## src/rtl/word_receiver_pkg.sv

```systemverilog
// Shared receive-path definitions for the I2C sampler, word receiver and decoder.
package i2c_rx_pkg;

  localparam int RX_MSB_FIRST = 1;
  localparam int RX_LSB_FIRST = 0;
  localparam int RX_WORD_W    = 8;

  // Counter must hold 0..WIDTH (parity frames run one bit past the data).
  function automatic int rx_count_w(input int width);
    return $clog2(width + 2);
  endfunction

endpackage

```

## src/rtl/rx_shift_stage.sv

```systemverilog
// Serial-in shift register with frame bit counter; pulses frame_done on the
// strobe that completes a frame and presents the assembled data word.
module rx_shift_stage import i2c_rx_pkg::*; #(
  parameter  int WIDTH     = RX_WORD_W,
  parameter  int MSB_FIRST = RX_MSB_FIRST,
  parameter  int FRAME     = WIDTH,
  localparam int CW        = rx_count_w(WIDTH)
) (
  input  logic             clk,
  input  logic             reset,
  input  logic             enable,
  input  logic             bit_valid,
  input  logic             in,
  output logic [WIDTH-1:0] shift_out,
  output logic [CW-1:0]    bit_count,
  output logic             frame_done,
  output logic [WIDTH-1:0] word
);

  logic [WIDTH-1:0] sr;
  logic [WIDTH-1:0] sr_next;
  logic             last_bit;

  always_comb begin
    if (MSB_FIRST == RX_MSB_FIRST) sr_next = {sr[WIDTH-2:0], in};
    else                           sr_next = {in, sr[WIDTH-1:1]};
    last_bit   = (bit_count == CW'(FRAME - 1));
    frame_done = enable & bit_valid & last_bit;
    // With a trailing parity bit the data is already complete in sr.
    word       = (FRAME == WIDTH) ? sr_next : sr;
  end

  always_ff @(posedge clk) begin
    if (reset || !enable) begin
      sr        <= '0;
      bit_count <= '0;
    end else if (bit_valid) begin
      if (last_bit) begin
        sr        <= '0;
        bit_count <= '0;
      end else begin
        sr        <= sr_next;
        bit_count <= bit_count + 1'b1;
      end
    end
  end

  assign shift_out = sr;

endmodule

```

## src/rtl/word_receiver.sv

```systemverilog
// Serial-to-parallel word receiver with valid/ready holding register and
// sticky overrun. Define WORD_RECEIVER_PARITY_EN for a trailing even-parity bit.
module word_receiver import i2c_rx_pkg::*; #(
  parameter  int WIDTH     = RX_WORD_W,
  parameter  int MSB_FIRST = RX_MSB_FIRST,
  localparam int CW        = rx_count_w(WIDTH)
) (
  input  logic             clk,
  input  logic             reset,
  input  logic             enable,
  input  logic             bit_valid,
  input  logic             in,
  input  logic             word_ready,
  input  logic             overrun_clr,
  output logic [WIDTH-1:0] out,
  output logic             word_valid,
  output logic             overrun,
  output logic [WIDTH-1:0] shift_out,
  output logic [CW-1:0]    bit_count
`ifdef WORD_RECEIVER_PARITY_EN
  ,
  output logic             parity_err
`endif
);

`ifdef WORD_RECEIVER_PARITY_EN
  localparam int FRAME = WIDTH + 1;
`else
  localparam int FRAME = WIDTH;
`endif

  logic             frame_done;
  logic [WIDTH-1:0] word;

  rx_shift_stage #(
    .WIDTH     (WIDTH),
    .MSB_FIRST (MSB_FIRST),
    .FRAME     (FRAME)
  ) u_shift (
    .clk        (clk),
    .reset      (reset),
    .enable     (enable),
    .bit_valid  (bit_valid),
    .in         (in),
    .shift_out  (shift_out),
    .bit_count  (bit_count),
    .frame_done (frame_done),
    .word       (word)
  );

  always_ff @(posedge clk) begin
    if (reset) begin
      out        <= '0;
      word_valid <= 1'b0;
      overrun    <= 1'b0;
    end else begin
      // A completion on the accepting edge replaces the word without overrun.
      if (frame_done) begin
        out        <= word;
        word_valid <= 1'b1;
      end else if (word_valid && word_ready) begin
        word_valid <= 1'b0;
      end

      if (frame_done && word_valid && !word_ready) overrun <= 1'b1;
      else if (overrun_clr)                        overrun <= 1'b0;
    end
  end

`ifdef WORD_RECEIVER_PARITY_EN
  // On the completing strobe `in` carries the parity bit.
  always_ff @(posedge clk) begin
    if (reset)           parity_err <= 1'b0;
    else if (frame_done) parity_err <= ^{word, in};
  end
`endif

endmodule

```

## config.mk

```make
export PLATFORM = sky130hd
export DESIGN_NAME = word_receiver
export DESIGN_NICKNAME = d
export VERILOG_FILES = /design/src/rtl/word_receiver_pkg.sv /design/src/rtl/rx_shift_stage.sv /design/src/rtl/word_receiver.sv
export SDC_FILE = /design/constraint.sdc
export NUM_CORES = 1
export LEC_CHECK = 0
export CAP_MARGIN = 30
export CORE_UTILIZATION = 48
export CTS_CLUSTER_SIZE = 20
export DETAILED_ROUTE_END_ITERATION = 16
export GPL_ROUTABILITY_DRIVEN = 0
export PLACE_DENSITY = 0.82
export SETUP_SLACK_MARGIN = 0.3
export SLEW_MARGIN = 20
export SYNTH_ARGS = -nofsm -noshare
export SYNTH_HDL_FRONTEND = slang
export SYNTH_SLANG_ARGS = --single-unit
```

## constraint.sdc

```tcl
create_clock -name clk -period 2.71 [get_ports clk]
set_input_delay 0.4065 -clock clk [delete_from_list [all_inputs] [get_ports clk]]
set_output_delay 0.4065 -clock clk [all_outputs]
set_load 0.02 [all_outputs]
```

## Word level (Yosys, flattened, before mapping)

Index checks and enable logic that the tools add are counted.
W data, S select, Z words.

- Bitwise logic cells: 2
- Multiplexer cells: 6
- Equality and inequality tests: 1
- Add/subtract/negate cells: 1
- Reduce and logical (&&, ||, !) cells: 8

Operator list:

| cell | count |
|---|---|
| $mux W8 | 1 |
| $add A4 B1 Y4 const B | 1 |
| $eq A4 B3 Y1 const B | 1 |
| $mux W1 | 4 |
| $mux W4 | 1 |
| $reduce_bool A2 Y1 | 2 |
| $logic_and A1 B1 Y1 | 3 |
| $and A1 B1 Y1 | 2 |
| $logic_not A1 Y1 | 2 |
| $logic_or A1 B1 Y1 | 1 |

- Register bits: 22

## Longest topological paths before layout

- Depth in word-level cells: 5
- Mapped depth: 5
- Mapped depth without buffers: 4

## Modules after synthesis

A second synthesis with hierarchy kept.

- Cell total of the unflattened synthesis: 87
- Area total of the unflattened synthesis: 913.4 µm²

By module, submodules not included:

| module | area each (µm²) | times used | cells each |
|---|---|---|---|
| rx_shift_stage | 550.5 | 1 | 54 |
| word_receiver | 362.8 | 1 | 33 |

## Worst setup path after synthesis

No wires, ideal clock.

- Kind: register to register
- Start point: register u_shift.bit_count[0]
- End point: register out[0]
- Slack: 1.274 ns
- Clock period less this slack: 1.436 ns
- Arrival time: 1.364 ns
- Data required time: 2.638 ns
- Path buffers: 1
- Cell stages (with the launch flop): 6
- Path through: dfxtp_1 ha_1 nor2b_2 and4_4 buf_6 mux2i_1

- Word-level cells in the longest chain between the ends: 2

Ends and longest elaborated chain:

| element | line | text |
|---|---|---|
| from (decl) | rx_shift_stage.sv:15 | `output logic [CW-1:0] bit_count,` |
| from (signal assigned) | rx_shift_stage.sv:43 | `bit_count <= bit_count + 1'b1;` |
| $eq A4 B3 Y1 | rx_shift_stage.sv:27 | `last_bit = (bit_count == CW'(FRAME - 1));` |
| $and A1 B1 Y1 | rx_shift_stage.sv:28 | `frame_done = enable & bit_valid & last_bit;` |
| to (signal assigned) | word_receiver.sv:59 | `out <= word;` |
| to (decl) | word_receiver.sv:15 | `output logic [WIDTH-1:0] out,` |

Every way passes these cells.
A chain may end at the register's enable or synchronous reset.

## Worst setup path in the final report

- Start point: register u_shift.bit_count[2]
- End point: output bit_count[2]

RTL lines:

| element | line | text |
|---|---|---|
| to (decl) | word_receiver.sv:19 | `output logic [CW-1:0] bit_count` |

No word-level cell between the ends.

==> flow_metrics.tcl <==
set metrics [dict create \
    outcome "completed" \
    final_hold_viol_count 0 \
    io-pin-count 29 \
    postCtsResizedCells 0 \
    cts-buffers-inserted 3 \
    worst_setup_path_startpoint "u_shift.bit_count[2]" \
    layout.cells.most_common "sky130_fd_sc_hd__clkdlybuf4s50_1" \
    ranking_of_synthesized_cells_by_area "sky130_fd_sc_hd__dfxtp_1 (47%), sky130_fd_sc_hd__nand2b_1 (18%), sky130_fd_sc_hd__mux2i_1 (9.6%)" \
    global_route_wire_length_before_repair_um 2820 \
    clk-insertion-delay-late_ps 300 \
    category_of_the_worst_setup_path_launch_point "register" \
    first_iter_violations 8 \
    static-leakage-power_nw 0.406 \
    worst_min_path_start "out[2]" \
    timing.slew.headroom 0.650 \
    vias_in_the_first_global_route 634 \
    power.ir.vdd_worst_mv 0.309 \
    globalRoute.totalOverflow 0 \
    antenna_found_initial 0 \
    reg2reg_slack_ps 1300 \
    fillerInstances 141 \
    unrepaired_setup_endpoints_after_global_routing "no" \
    pre_cts_ws_ps 832 \
    min_period_ps 1820 \
    start_util 0.524 \
    timing.final.setup_violations 0 \
    synth_area_leader_cell "sky130_fd_sc_hd__dfxtp_1" \
    worstPathMaxFanout 6 \
    fin_worst_skew_ps 7.26 \
    worst_path_dominant_cell_family "buffers and inverters" \
    placeableCoreArea_sq_um 1780 \
    avgSynthCellArea_sq_um 9.54 \
    power_density_nw_per_um2 478 \
    grt_max_degree 21 \
    floorplan.rows 15 \
    place.detailed.hpwl_um 1280 \
    maximum_frequency_from_static_timing_analysis_ghz 0.549 \
    fp.dieH_um 46.1 \
    slew_violations 0 \
    drt-total-wl_um 1810 \
    layout_setup_ws_ps 888 \
    ws_path_type "register to output pin" \
    cts.reportedPaths.clkPinSlew_ps 130 \
    route.vias.total 751 \
    area_delta_synth_final_pct 36.1 \
    firstDrtPassIters 5 \
    cp_data_required_time_ps 2300 \
    cts.repair_timing.setup_buffer_count 0 \
    clock_tree_from_tritoncts "built" \
    gr-usage-all-layers 0.187 \
    final_layout_size_suffix_gt1_frac 0.0640 \
    timing.critical_path.to_type "output pin" \
    fin_tns_setup_ps 0 \
    master_of_the_slowest_instance_on_the_critical_path "sky130_fd_sc_hd__clkdlybuf4s50_1" \
    tritoncts_num_sinks 22 \
    timing.hold.worst.class "register to register" \
    syn-num-nets 106 \
    drv_cap 0 \
    route.detailed.wl_per_inst_um 12.1 \
    ctsHoldBuffers 0 \
    yosys_warnings 0 \
    synthesis.instances 98 \
    final_nets 134 \
    path_cells "clkdlybuf4s50_1" \
    mostFrequentLayoutCells "sky130_fd_sc_hd__clkdlybuf4s50_1 (28), sky130_fd_sc_hd__nand2b_1 (27), sky130_fd_sc_hd__dfxtp_1 (22), sky130_fd_sc_hd__a21oi_1 (11), sky130_fd_sc_hd__mux2i_1 (9)" \
    clock_path_buffers 2 \
    worstHoldEndpoint "out[2]" \
    tightestPinTransition_ps 523 \
    cts_htree_levels 1 \
    io_buffer_count 28 \
    mappedNetlistArea_sq_um 935 \
    antenna_cells 0 \
    ys_types 19 \
    regToRegEndpoint "out[4]" \
    post-route-period-util 0.672 \
    clock_tree.root_cell "sky130_fd_sc_hd__clkbuf_4" \
    worstPathArrival_ps 1420 \
    flip_flop_and_latch_count_after_synthesis 22 \
    worstReg2RegStart "u_shift.bit_count[0]" \
    holdPathStages 2 \
    max_stage_delay_ps 660 \
    detail_route.vias_per_cell 5.01 \
    post-route-drc-count 0 \
    logic_depth_of_the_worst_register_to_register_path 4 \
    ys_seq_area_frac 0.471 \
    timing.critical_path.buf_inv 1 \
    synthDominantCellAreaShare 0.471 \
    die-area_sq_um 2130 \
    die_x_um 46.1 \
    antenna_violating_nets_post_route 0 \
]
-- through the flow --
stage           util  hold slack [ps]  std cells  instance area (sq um)  power [mW]
6_report       0.714              483        150                   1270       0.609
5_1_grt        0.714              511        150                   1270       0.633
4_1_cts        0.714              489        150                   1270       0.614
3_5_place_dp   0.684              461        146                   1220       0.369
3_3_place_gp   0.684              457        146                   1220       0.367
2_1_floorplan      -              546         98                    935       0.353
-- layout make-up --
cell class	count	area (sq um)	share of cell area
multi-input combinational	70	460	0.362
sequential	22	440	0.346
timing repair buffer	29	288	0.226
tap	25	31.3	0.0246
clock inverter	1	30.0	0.0236
clock buffer	3	22.5	0.0177
-- cell usage after synthesis --
cell / count
sky130_fd_sc_hd__or3b_2: 1
sky130_fd_sc_hd__o31ai_1: 1
sky130_fd_sc_hd__ha_1: 1
sky130_fd_sc_hd__nand2b_1: 27
sky130_fd_sc_hd__buf_2: 3
sky130_fd_sc_hd__dfxtp_1: 22
sky130_fd_sc_hd__clkbuf_1: 2
sky130_fd_sc_hd__nand3b_1: 2
sky130_fd_sc_hd__nand2_1: 2
sky130_fd_sc_hd__nor2_1: 2
sky130_fd_sc_hd__nand4_1: 2
sky130_fd_sc_hd__xor2_1: 1
sky130_fd_sc_hd__nor2b_2: 1
sky130_fd_sc_hd__nand3_1: 8
sky130_fd_sc_hd__and4_4: 1
sky130_fd_sc_hd__buf_6: 1
sky130_fd_sc_hd__mux2i_1: 9
sky130_fd_sc_hd__or3_1: 1
sky130_fd_sc_hd__a21oi_1: 11
-- kinds of logic after synthesis --
family	synth area share
DFF	0.471
and+or+nand+nor	0.307
muxes	0.0964
buffers and inverters	0.0361
xor gates and xnor gates	0.00937
AOI/OAI and AO/OA	0.0669
adders and majority gates	0.0134
-- layer usage --
metal,up-vias,global-route usage,routed length (um)
met1,344,0.248,859
li1,385,-,-
met4,0,0.0529,22
met5,-,0,0
met3,2,0.0353,72
met2,20,0.310,858
-- worst max path at each step --
stage | endpoint | slack [ps] | cells after the start
2_1_floorplan | out[0] | 1270 | 5
5_1_grt | bit_count[2] | 820 | 1
4_1_cts | bit_count[2] | 890 | 1
3_3_place_gp | u_shift.bit_count[1] | 900 | 3
3_5_place_dp | u_shift.bit_count[2] | 830 | 3
6_report | bit_count[2] | 890 | 1
-- flip-flops by register name, summed over array words and instances, names as in the netlist --
register / flops
word_valid: 1
overrun: 1
u_shift.shift_out: 8
u_shift.bit_count: 4
out: 8
-- where the power goes --
group	switching, mW	internal, mW	total (mW)
clock	0.0976	0.149	0.247
combinational	0.0162	0.0193	0.0355
sequential	0.00164	0.325	0.327
total	0.115	0.493	0.609
-- worst register-to-register path, stage by stage (launching register included) --
cell and delay, ps:
sky130_fd_sc_hd__dfxtp_1 400, sky130_fd_sc_hd__ha_1 220, sky130_fd_sc_hd__nor2b_2 170, sky130_fd_sc_hd__and4_4 340
sky130_fd_sc_hd__mux2i_1 210
(Power assumes the default switching activity.)
